### src/rtl/sprite_engine_pkg.sv
// Shared graphics definitions: sprite table constants, the evaluation FSM
// encoding and the per-scanline slot record.
package sprite_engine_pkg;

   localparam int NUM_SPRITES  = 32;
   localparam int SPRITE_SIZE  = 16;
   localparam int SPRITE_SLOTS = 4;

   typedef enum logic [1:0] {
      ST_IDLE,
      ST_SCAN,
      ST_SWAP
   } eval_state_t;

   typedef struct packed {
      logic [4:0] id;
      logic [9:0] x;
      logic [3:0] row;
      logic       flip;
   } slot_t;

endpackage

### src/rtl/sprite_engine_if.sv
// Sprite command bus from the execute stage into the sprite engine.
interface sprite_engine_if;

   logic       sprite_pos;
   logic       sprite_attr;
   logic [4:0] sprite_sel;
   logic [9:0] sprite_x;
   logic [8:0] sprite_y;
   logic       sprite_vis;

   modport master (
      output sprite_pos, sprite_attr, sprite_sel, sprite_x, sprite_y, sprite_vis
   );

   modport slave (
      input sprite_pos, sprite_attr, sprite_sel, sprite_x, sprite_y, sprite_vis
   );

endinterface

### src/rtl/sprite_slot_match.sv
// Per-slot horizontal coverage test and texel column (with X mirror).
module sprite_slot_match
   import sprite_engine_pkg::*;
#(
   parameter int SIZE = SPRITE_SIZE
) (
   input  logic       i_valid,
   input  logic       i_active,
   input  logic [9:0] i_hcount,
   input  logic [9:0] i_x,
   input  logic       i_flip,
   output logic       o_match,
   output logic [3:0] o_col
);

   localparam logic [10:0] SIZE11 = 11'(SIZE);
   localparam logic [3:0]  LAST   = 4'(SIZE - 1);

   logic [10:0] w_dx;

   // 11-bit difference so pixels left of the sprite never alias into range
   assign w_dx    = {1'b0, i_hcount} - {1'b0, i_x};
   assign o_match = i_valid && i_active && (w_dx < SIZE11);
   assign o_col   = i_flip ? (LAST - w_dx[3:0]) : w_dx[3:0];

endmodule

### src/rtl/sprite_engine.sv
// Sprite attribute table, per-scanline slot evaluation (double-buffered) and
// registered per-pixel priority hit reporting.
module sprite_engine
   import sprite_engine_pkg::*;
#(
   parameter int SIZE  = SPRITE_SIZE,
   parameter int SLOTS = SPRITE_SLOTS
) (
   input  logic             clk,
   input  logic             reset,
   sprite_engine_if.slave   cmd,
   input  logic             line_start,
   input  logic [8:0]       next_line,
   input  logic [9:0]       hcount,
   input  logic             active,
   output logic             sprite_hit,
   output logic [4:0]       sprite_id,
   output logic [3:0]       sprite_row,
   output logic [3:0]       sprite_col,
   output logic             overflow,
   output logic             eval_busy
);

   localparam int             CW     = $clog2(SLOTS + 1);
   localparam logic [9:0]     SIZE10 = 10'(SIZE);
   localparam logic [4:0]     LAST_I = 5'(NUM_SPRITES - 1);
   localparam logic [CW-1:0]  SLOTSC = CW'(SLOTS);

   logic [9:0]             r_x [NUM_SPRITES];
   logic [8:0]             r_y [NUM_SPRITES];
   logic [NUM_SPRITES-1:0] r_vis;
   logic [NUM_SPRITES-1:0] r_flip;

   eval_state_t r_state, w_state_nxt;
   logic        w_busy, w_scan_en, w_swap_en;

   logic [8:0]    r_line;
   logic [4:0]    r_idx;
   slot_t         r_pend [SLOTS];
   slot_t         r_act  [SLOTS];
   logic [CW-1:0] r_pend_cnt, r_act_cnt;
   logic          r_ovf_pend, r_overflow;

   logic [9:0] w_diff;
   logic       w_qual;
   slot_t      w_new;

   logic [SLOTS-1:0] w_match;
   logic [3:0]       w_col [SLOTS];
   logic             w_hit;
   logic [4:0]       w_id;
   logic [3:0]       w_row, w_pcol;
   logic             r_hit;
   logic [4:0]       r_id;
   logic [3:0]       r_row, r_col;

   always_ff @(posedge clk or posedge reset) begin
      if (reset) begin
         for (int unsigned i = 0; i < NUM_SPRITES; i++) begin
            r_x[i] <= '0;
            r_y[i] <= '0;
         end
         r_vis  <= '0;
         r_flip <= '0;
      end else begin
         if (cmd.sprite_pos) begin
            r_x[cmd.sprite_sel] <= cmd.sprite_x;
            r_y[cmd.sprite_sel] <= cmd.sprite_y;
         end
         if (cmd.sprite_attr) begin
            r_vis[cmd.sprite_sel]  <= cmd.sprite_vis;
            r_flip[cmd.sprite_sel] <= cmd.sprite_x[0];
         end
      end
   end

   always_ff @(posedge clk or posedge reset) begin
      if (reset) r_state <= ST_IDLE;
      else       r_state <= w_state_nxt;
   end

   always_comb begin
      w_state_nxt = r_state;
      if (line_start) begin
         w_state_nxt = ST_SCAN;
      end else begin
         case (r_state)
            ST_SCAN: if (r_idx == LAST_I) w_state_nxt = ST_SWAP;
            ST_SWAP: w_state_nxt = ST_IDLE;
            default: w_state_nxt = r_state;
         endcase
      end
   end

   always_comb begin
      w_busy    = (r_state != ST_IDLE);
      w_scan_en = (r_state == ST_SCAN) && !line_start;
      w_swap_en = (r_state == ST_SWAP) && !line_start;
   end

   // Table read is combinational on the pre-edge contents, so a same-cycle
   // command to the scanned entry is only seen by later evaluations.
   assign w_diff = {1'b0, r_line} - {1'b0, r_y[r_idx]};
   assign w_qual = r_vis[r_idx] && (w_diff < SIZE10);
   assign w_new  = '{id: r_idx, x: r_x[r_idx], row: w_diff[3:0], flip: r_flip[r_idx]};

   always_ff @(posedge clk or posedge reset) begin
      if (reset) begin
         r_line     <= '0;
         r_idx      <= '0;
         r_pend_cnt <= '0;
         r_act_cnt  <= '0;
         r_ovf_pend <= 1'b0;
         r_overflow <= 1'b0;
         for (int unsigned k = 0; k < SLOTS; k++) begin
            r_pend[k] <= '0;
            r_act[k]  <= '0;
         end
      end else begin
         if (line_start) begin
            r_line     <= next_line;
            r_idx      <= '0;
            r_pend_cnt <= '0;
            r_ovf_pend <= 1'b0;
         end else if (w_scan_en) begin
            r_idx <= r_idx + 5'd1;
            if (w_qual) begin
               if (r_pend_cnt < SLOTSC) begin
                  for (int unsigned k = 0; k < SLOTS; k++)
                     if (r_pend_cnt == CW'(k)) r_pend[k] <= w_new;
                  r_pend_cnt <= r_pend_cnt + 1'b1;
               end else begin
                  r_ovf_pend <= 1'b1;
               end
            end
         end
         if (w_swap_en) begin
            r_act      <= r_pend;
            r_act_cnt  <= r_pend_cnt;
            r_overflow <= r_ovf_pend;
         end
      end
   end

   for (genvar g = 0; g < SLOTS; g++) begin : g_slot
      sprite_slot_match #(.SIZE(SIZE)) u_match (
         .i_valid  (CW'(g) < r_act_cnt),
         .i_active (active),
         .i_hcount (hcount),
         .i_x      (r_act[g].x),
         .i_flip   (r_act[g].flip),
         .o_match  (w_match[g]),
         .o_col    (w_col[g])
      );
   end

   always_comb begin
      w_hit  = 1'b0;
      w_id   = '0;
      w_row  = '0;
      w_pcol = '0;
      for (int unsigned k = 0; k < SLOTS; k++) begin
         if (w_match[k] && !w_hit) begin
            w_hit  = 1'b1;
            w_id   = r_act[k].id;
            w_row  = r_act[k].row;
            w_pcol = w_col[k];
         end
      end
   end

   always_ff @(posedge clk or posedge reset) begin
      if (reset) begin
         r_hit <= 1'b0;
         r_id  <= '0;
         r_row <= '0;
         r_col <= '0;
      end else begin
         r_hit <= w_hit;
         r_id  <= w_id;
         r_row <= w_row;
         r_col <= w_pcol;
      end
   end

   assign sprite_hit = r_hit;
   assign sprite_id  = r_id;
   assign sprite_row = r_row;
   assign sprite_col = r_col;
   assign overflow   = r_overflow;
   assign eval_busy  = w_busy;

endmodule

### src/flat_wrapper.sv
// flat-port wrapper written by rule: the top's interface ports become plain ports
module sprite_engine_flat import sprite_engine_pkg::*;
#(
   parameter int SIZE  = SPRITE_SIZE,
   parameter int SLOTS = SPRITE_SLOTS
)
  (clk, reset, line_start, next_line, hcount, active, sprite_hit, sprite_id, sprite_row, sprite_col, overflow, eval_busy, cmd_sprite_pos, cmd_sprite_attr, cmd_sprite_sel, cmd_sprite_x, cmd_sprite_y, cmd_sprite_vis);
  sprite_engine_if cmd_i ();
  input  logic clk;
  input  logic reset;
  input  logic line_start;
  input  logic [8:0] next_line;
  input  logic [9:0] hcount;
  input  logic active;
  output logic sprite_hit;
  output logic [4:0] sprite_id;
  output logic [3:0] sprite_row;
  output logic [3:0] sprite_col;
  output logic overflow;
  output logic eval_busy;
  input wire logic [$bits(cmd_i.sprite_pos)-1:0] cmd_sprite_pos;
  input wire logic [$bits(cmd_i.sprite_attr)-1:0] cmd_sprite_attr;
  input wire logic [$bits(cmd_i.sprite_sel)-1:0] cmd_sprite_sel;
  input wire logic [$bits(cmd_i.sprite_x)-1:0] cmd_sprite_x;
  input wire logic [$bits(cmd_i.sprite_y)-1:0] cmd_sprite_y;
  input wire logic [$bits(cmd_i.sprite_vis)-1:0] cmd_sprite_vis;
  assign cmd_i.sprite_pos = cmd_sprite_pos;
  assign cmd_i.sprite_attr = cmd_sprite_attr;
  assign cmd_i.sprite_sel = cmd_sprite_sel;
  assign cmd_i.sprite_x = cmd_sprite_x;
  assign cmd_i.sprite_y = cmd_sprite_y;
  assign cmd_i.sprite_vis = cmd_sprite_vis;
  sprite_engine #(.SIZE(SIZE), .SLOTS(SLOTS)) u_core (.clk(clk), .reset(reset), .cmd(cmd_i), .line_start(line_start), .next_line(next_line), .hcount(hcount), .active(active), .sprite_hit(sprite_hit), .sprite_id(sprite_id), .sprite_row(sprite_row), .sprite_col(sprite_col), .overflow(overflow), .eval_busy(eval_busy));
endmodule
### config.mk
export PLATFORM = sky130hd
export DESIGN_NAME = sprite_engine_flat
export DESIGN_NICKNAME = d
export VERILOG_FILES = /design/src/rtl/sprite_engine_pkg.sv /design/src/rtl/sprite_engine_if.sv /design/src/rtl/sprite_slot_match.sv /design/src/rtl/sprite_engine.sv /design/src/flat_wrapper.sv
export SDC_FILE = /design/constraint.sdc
export NUM_CORES = 2
export LEC_CHECK = 0
export ABC_AREA = 1
export ABC_CLOCK_PERIOD_IN_PS = 26800
export BUFFER_PORTS_ARGS = -buffer_cell sky130_fd_sc_hd__buf_4
export CAP_MARGIN = 20
export CORE_MARGIN = 2
export CORE_UTILIZATION = 35
export CTS_BUF_LIST = sky130_fd_sc_hd__clkbuf_16
export DETAILED_ROUTE_END_ITERATION = 8
export HOLD_SLACK_MARGIN = 0.15
export PLACE_DENSITY_LB_ADDON = 0.08
export SKIP_LAST_GASP = 1
export SYNTH_ARGS = -nofsm -noshare
export SYNTH_HDL_FRONTEND = slang
export SYNTH_SLANG_ARGS = --single-unit
### constraint.sdc
create_clock -name clk -period 26.8 [get_ports clk]
set_clock_uncertainty 0.05 [all_clocks]
set_input_delay 1.34 -clock clk [delete_from_list [all_inputs] [get_ports clk]]
set_output_delay 1.34 -clock clk [all_outputs]
set_load 0.005 [all_outputs]
# Word level (Yosys, flattened, before mapping)
# Cells that the tools add are included.
# word_totals
register_bits	870
in_bits	50
out_inout_bits	16
word_cells	233
# op_classes
n_eq_ne	8
muxes	53
reduce_logical	33
n_bitwise	3
add_sub_neg	11
magnitude_cmp	16
# ops
operator	count
320-bit bitwise mux	1
288-bit bitwise mux	1
32-bit bitwise mux	2
10-bit binary-select mux with 5-bit select	1
10-bit demux with 5-bit select	1
4-bit two-way mux	12
9-bit binary-select mux with 5-bit select	1
9-bit demux with 5-bit select	1
11-bit by 5-bit < comparator with 1-bit output (second input constant)	4
10-bit by 10-bit subtractor with 11-bit output	4
10-bit two-way mux	3
5-bit two-way mux	6
9-bit two-way mux	3
5-bit AND reduction	4
1-bit logical AND	16
4-bit subtractor (first input constant)	4
6-bit greater-or-equal comparator (second input constant)	2
5-bit by 6-bit < comparator with 1-bit output (second input constant)	2
3-bit two-way mux	4
5-bit inverter with 6-bit output	2
1-bit two-way mux	11
1-bit binary-select mux with 5-bit select	2
10-bit by 5-bit < comparator with 1-bit output (second input constant)	1
9-bit by 9-bit subtractor with 10-bit output	1
other kinds (24)	35

# Longest topological paths before layout
# depth
word_depth	13
depth_mapped	28

# By module
# Synthesis repeated with hierarchy kept, for this count alone.
# hier_totals
cells_unflattened	4892
area_unflattened_um2	41129.4
# by_module_without_submodules
mod	instances	seq_area_each_um2	area_per_inst_um2	cells_per_inst
sprite_engine	1	21770.9	38461.9	4392
sprite_slot_match	4	0.0	666.9	125

# Least setup slack after synthesis
# OpenSTA, ideal clock, no wires.
# synth_timing
kind	register -> register
start	register u_core.r_idx[0]
end	register u_core.r_pend[39] (netlist name)
setup_slack_ps	23129
stages_incl_launch_ff	28
path_buffers	5
setup_ps	117
required_time_ps	26633
period_less_slack_ps	3671
arrival_ps	3504
path_cell_list	dfrtp_1 -> inv_2 -> buf_6 -> buf_6 -> buf_4 -> clkbuf_1 -> nor2_1 -> o221ai_1 -> o211ai_1 -> nand4_1 -> o21ai_1 -> inv_1 -> ha_1 -> inv_1 -> fa_1 -> nand3_1 -> nand2_1 -> nand3_1 -> nand2_1 -> nand2_1 -> nand2_1 -> nor2_1 -> nand3_2 -> nor2_8 -> nand2_4 -> buf_6 -> o21ai_1 -> inv_1
# synth_via
elab_chain_len	8
word_cells_on_any_way	10
classes_between	1 x add/sub; 1 x order compare; 5 x mux; 1 x bitwise; 2 x reduce/logical
# synth_lines
item	line	rtl
start: declaration	sprite_engine.sv:38	logic [4:0] r_idx;
start signal: assignment	sprite_engine.sv:126	r_idx <= r_idx + 5'd1;
5-bit inverter with 6-bit output (implied by the code)	sprite_engine.sv:103	assign w_diff = {1'b0, r_line} - {1'b0, r_y[r_idx]};
9-bit binary-select mux with 5-bit select	sprite_engine.sv:103	
9-bit two-way mux (implied by the code) (2 in a row)	sprite_engine.sv:103	
9-bit by 9-bit subtractor with 10-bit output	sprite_engine.sv:103	
10-bit by 5-bit < comparator with 1-bit output	sprite_engine.sv:104	assign w_qual = r_vis[r_idx] && (w_diff < SIZE10);
1-bit logical AND *	sprite_engine.sv:104	
5-bit AND reduction (no line) *	--	
end signal: indexed assignment	sprite_engine.sv:130	if (r_pend_cnt == CW'(k)) r_pend[k] <= w_new;
end: declaration	sprite_engine.sv:39	slot_t r_pend [SLOTS];
# Mark *: on every way between the ends. The rest lies on a longest branch, timed or not. The select of a mux whose other input is x is not followed.
# A chain may end at the register's enable or synchronous reset.

# Worst setup path in the final report
# layout_timing
start	register u_core.r_idx[2]
end	register u_core.r_pend[9] (netlist name)
# layout_via
elab_chain_len	8
word_cells_on_any_way	13
classes_between	1 x add/sub; 1 x order compare; 8 x mux; 1 x bitwise; 2 x reduce/logical
# layout_lines
item	line
5-bit inverter with 6-bit output (implied by the code)	sprite_engine.sv:103, sprite_engine.sv:105
9-bit binary-select mux with 5-bit select	sprite_engine.sv:103
9-bit two-way mux (implied by the code) (2 in a row)	sprite_engine.sv:103
9-bit by 9-bit subtractor with 10-bit output	sprite_engine.sv:103
10-bit by 5-bit < comparator with 1-bit output	sprite_engine.sv:104
1-bit logical AND	sprite_engine.sv:104
5-bit AND reduction (no line)	--
# Parallel ways exist; a longest one is shown, timed or not. The select of a mux whose other input is x is not followed.

==> flow_summary.yaml <==
synthesis:
  synth_compound_area_share_pct: 17.9
  synthSimpleGateAreaFrac_pct: 18.9
  synth_xor_area_share_pct: 0.644
  ys_warn_count: 0
  synth_top_family_by_area: "simple AND/OR/NAND/NOR gates"
  synthCells: 4971
  synth-seq-cells: 870
  syn_area_um2: 40800
  yosysUniqueCellTypes: 41
  ys_async_sr_fraction_pct: 100
  synth_area_per_cell_um2: 8.21
  synthMuxAreaShare_pct: 0.607
  synth_fp_nets: 5082
  yosysSeqAreaShare_pct: 53.4
  synth_edf_count: 0
  synth_ff_type: "dfrtp_1"
  yosys.area_share.adder_pct: 1.96
drt:
  drt_wl_total_mm: 127
  wl_per_cell_um: 19.7
  drt_iter0_markers: 2507
  drc: 0
  post_drt_via_cell_ratio: 5.08
  antenna_left: 0
  firstDrtPassIters: 5
  vias: 32700
global_routing:
  groute.usage.overall_pct: 21.2
  grt_overflow: 0
  grt_pass1_vias: 32300
  grt_max_degree: 168
  grt_pass1_wl_mm: 199
  antenna_found_initial: 0
layout:
  area_growth_pct: 11.5
  drive_gt1_share_pct: 6.96
  fillers: 12000
  utilization_pct: 39.3
  finalNetCount: 4945
cts:
  postCtsSetupBuffers: 0
  cts-resized-gates: 0
  cts.sinks: 870
  cts-buffers-inserted: 102
  htreeDepth: 3
  path_clk_slew_ps: 60
  clk_latency_ps: 700
  clock_path_buffers: 3
  cts_tree: "built"
  holdBufCountCts: 0
  cts_root_buffer: "clkbuf_16"
worst_setup_path:
  path_common_cell: "nand2_1"
  crit_buf_inv: 5
  crit_chain: "buf_4 > nand2_1 > inv_2 > buf_4 > nand2_1 > nand4_1 > o21ai_1 > inv_1 > ha_1 > inv_1 > fa_1 > nand3_1 > nand2_1 > nand3_1 > nand2_1 > nand2_1 > nand2_1 > nor2_1 > nand3_2 > nor2_8 > nand2_2 > nand2_1 > o21ai_1"
  cpPeakStageDelay_ps: 690
  critPathSlowestCell: "buf_4"
  critPathTopFamily: "simple AND/OR/NAND/NOR gates"
  critPathMaxFanout: 48
  path_class: "reg -> reg"
  worstSetupStartpointType: "flip-flop"
  endpoint_kind: "flip-flop"
  cp.arrival_ps: 6310
  required_ps: 27290
run_status:
  status: "finished clean"
timing:
  rsz0062_at_grt: "false"
  whs_ps: 427
  fin_ws_ps: 20970
  finalHoldViolations: 0
  slew_headroom_pct: 29.2
  setup_viol: 0
  max_freq_ghz: 0.172
  fin_crit_sh_pct: 21.7
  final_max_slew_viol_count: 0
  worst_pin_slew_ps: 1060
  fin_setup_tns_ps: 0
  min_period_ps: 5830
placement:
  portBuffers: 65
  dp_worst_setup_slack_ps: 20950
  hpwl_mm: 73.5
  gp_congestion: 0.819
die:
  start_util_pct: 35.2
  rows: 125
  ios: 66
  die_w_um: 345
  coreArea_um2: 116000
  die-area_um2: 119000
  die_h_um: 345
power:
  ir_drop_mv: 0.0500
  leakagePower_nw: 21.4
  power_density_nw_per_um2: 75.6
run:
  maxCapViolCount: 0
worst_hold_path:
  holdCritPathClass: "reg -> reg"
-- power by group --
part           total (mW)  internal, mW  switching [mW]
registers            1.63          1.52           0.110
logic               0.525         0.190           0.335
clock network        1.28         0.712           0.572
total                3.44          2.42            1.02
-- kinds of logic (layout without fill, tap and decap cells) --
kind of cell | after synthesis | after routing
buf+inv | 661 | 603
other cells | 0 | 1
mux | 22 | 22
simple gates | 1943 | 1943
flops | 870 | 870
fa+ha+maj | 61 | 61
xor+xnor | 30 | 30
compound gates | 1384 | 1384
-- cell usage in the layout, fill, tap and decap left out, drive strengths merged, types with 10 or more instances in the layout --
cell and n:
nand4 32, clkbuf 103, nand3 193, o22ai 95
clkinv 36, nand2 1237, dfrtp 870, ha 56
o211ai 57, mux2 22, xnor2 20, nor2 468
xor2 10, buf 139, o21ai 1147, inv 322
a21oi 53, o221ai 24
-- final cells by class --
cell class / count / area [um2] / share of cell area (%)
Inverter: 281 / 1070 / 2.36
Clock buffer: 103 / 2580 / 5.66
Timing Repair Buffer: 139 / 1290 / 2.84
Sequential cell: 870 / 21800 / 47.9
Multi-Input combinational cell: 3440 / 16400 / 36.1
Antenna cell: 1 / 2.50 / 0.00550
Clock inverter: 80 / 442 / 0.971
Tap cell: 1524 / 1910 / 4.19
-- cells in the mapped netlist (2+ instances only) --
library cell  instances  area [um2]
a21o_1                2        15.0
a21oi_1              52         260
a31oi_1               3        18.8
buf_1                15        56.3
buf_2                58         290
buf_4                11        82.6
buf_6                10         113
clkbuf_1            284        1070
clkbuf_2              2        10.0
clkinv_1              2        7.51
dfrtp_1             870       21800
fa_1                  5         100
ha_1                 56         701
inv_1               265         995
inv_2                14        52.6
mux2_2               22         248
nand2_1            1233        4630
nand2_2               2        12.5
nand2_4               2        22.5
nand3_1             192         961
nand3b_1              4        30.0
nand4_1              32         200
nor2_1              462        1730
nor2_2                4        25.0
nor3_1                3        15.0
nor3_2                4        40.0
o211ai_1             57         428
o21ai_0            1036        5180
o21ai_1             109         546
o21ai_2               2        17.5
o21bai_1              3        22.5
o221ai_1             24         210
o22ai_1              95         594
xnor2_1              20         175
xor2_1               10        87.6
-- worst register-to-register path, delay by kind of cell, from the launching register on --
| kind | cells | cell delay (ps) |
|---|---|---|
| flip-flops | 1 | 680 |
| AO/OA/AOI/OAI | 2 | 310 |
| adder cells (fa/ha/maj) | 2 | 600 |
| buffers and inverters | 5 | 1820 |
| AND/OR/NAND/NOR | 14 | 2200 |
-- flip-flops by register name, summed over array words and instances (netlist names) --
signal	cells
u_core.r_line	9
u_core.r_act	80
u_core.sprite_hit	1
u_core.r_state	2
u_core.sprite_id	5
u_core.r_pend_cnt	3
u_core.r_ovf_pend	1
u_core.r_pend	80
u_core.sprite_col	4
u_core.r_vis	32
u_core.r_idx	5
u_core.r_y	288
u_core.sprite_row	4
u_core.r_flip	32
u_core.r_act_cnt	3
u_core.r_x	320
u_core.overflow	1
-- metal layers --
layer / vias to the layer above / wire (um) / GRT usage, %
met3: 150 / 4850 / 2.72
met5: - / 0 / 0
met2: 568 / 58000 / 34.5
li1: 16100 / - / -
met4: 0 / 2430 / 5.25
met1: 15900 / 61300 / 30.1
-- per-stage QoR --
step           std cells  power [mW]  instance area (um2)
2_1_floorplan       4971        2.02                40800
3_3_place_gp        6237        2.17                42100
3_5_place_dp        6240        2.18                42200
4_1_cts             6423        3.49                45200
5_1_grt             6437        3.66                45500
6_report            6438        3.44                45500
-- worst paths after layout --
kind | start | to | slack [ps] | cells past startpoint
worst max-delay path | u_core.r_idx[2] | u_core.r_pend[9] | 20970 | 23
worst min-delay path | u_core.r_x[264] | u_core.r_x[264] | 430 | 2
worst max register to register | u_core.r_idx[2] | u_core.r_pend[9] | 20970 | 23
worst min register to register | u_core.r_x[264] | u_core.r_x[264] | 430 | 2
max in group asynchronous | reset | u_core.r_x[92] | 22830 | 5
min in group asynchronous | reset | u_core.r_act[73] | 720 | 2
Power figures use the tool's default switching activity.
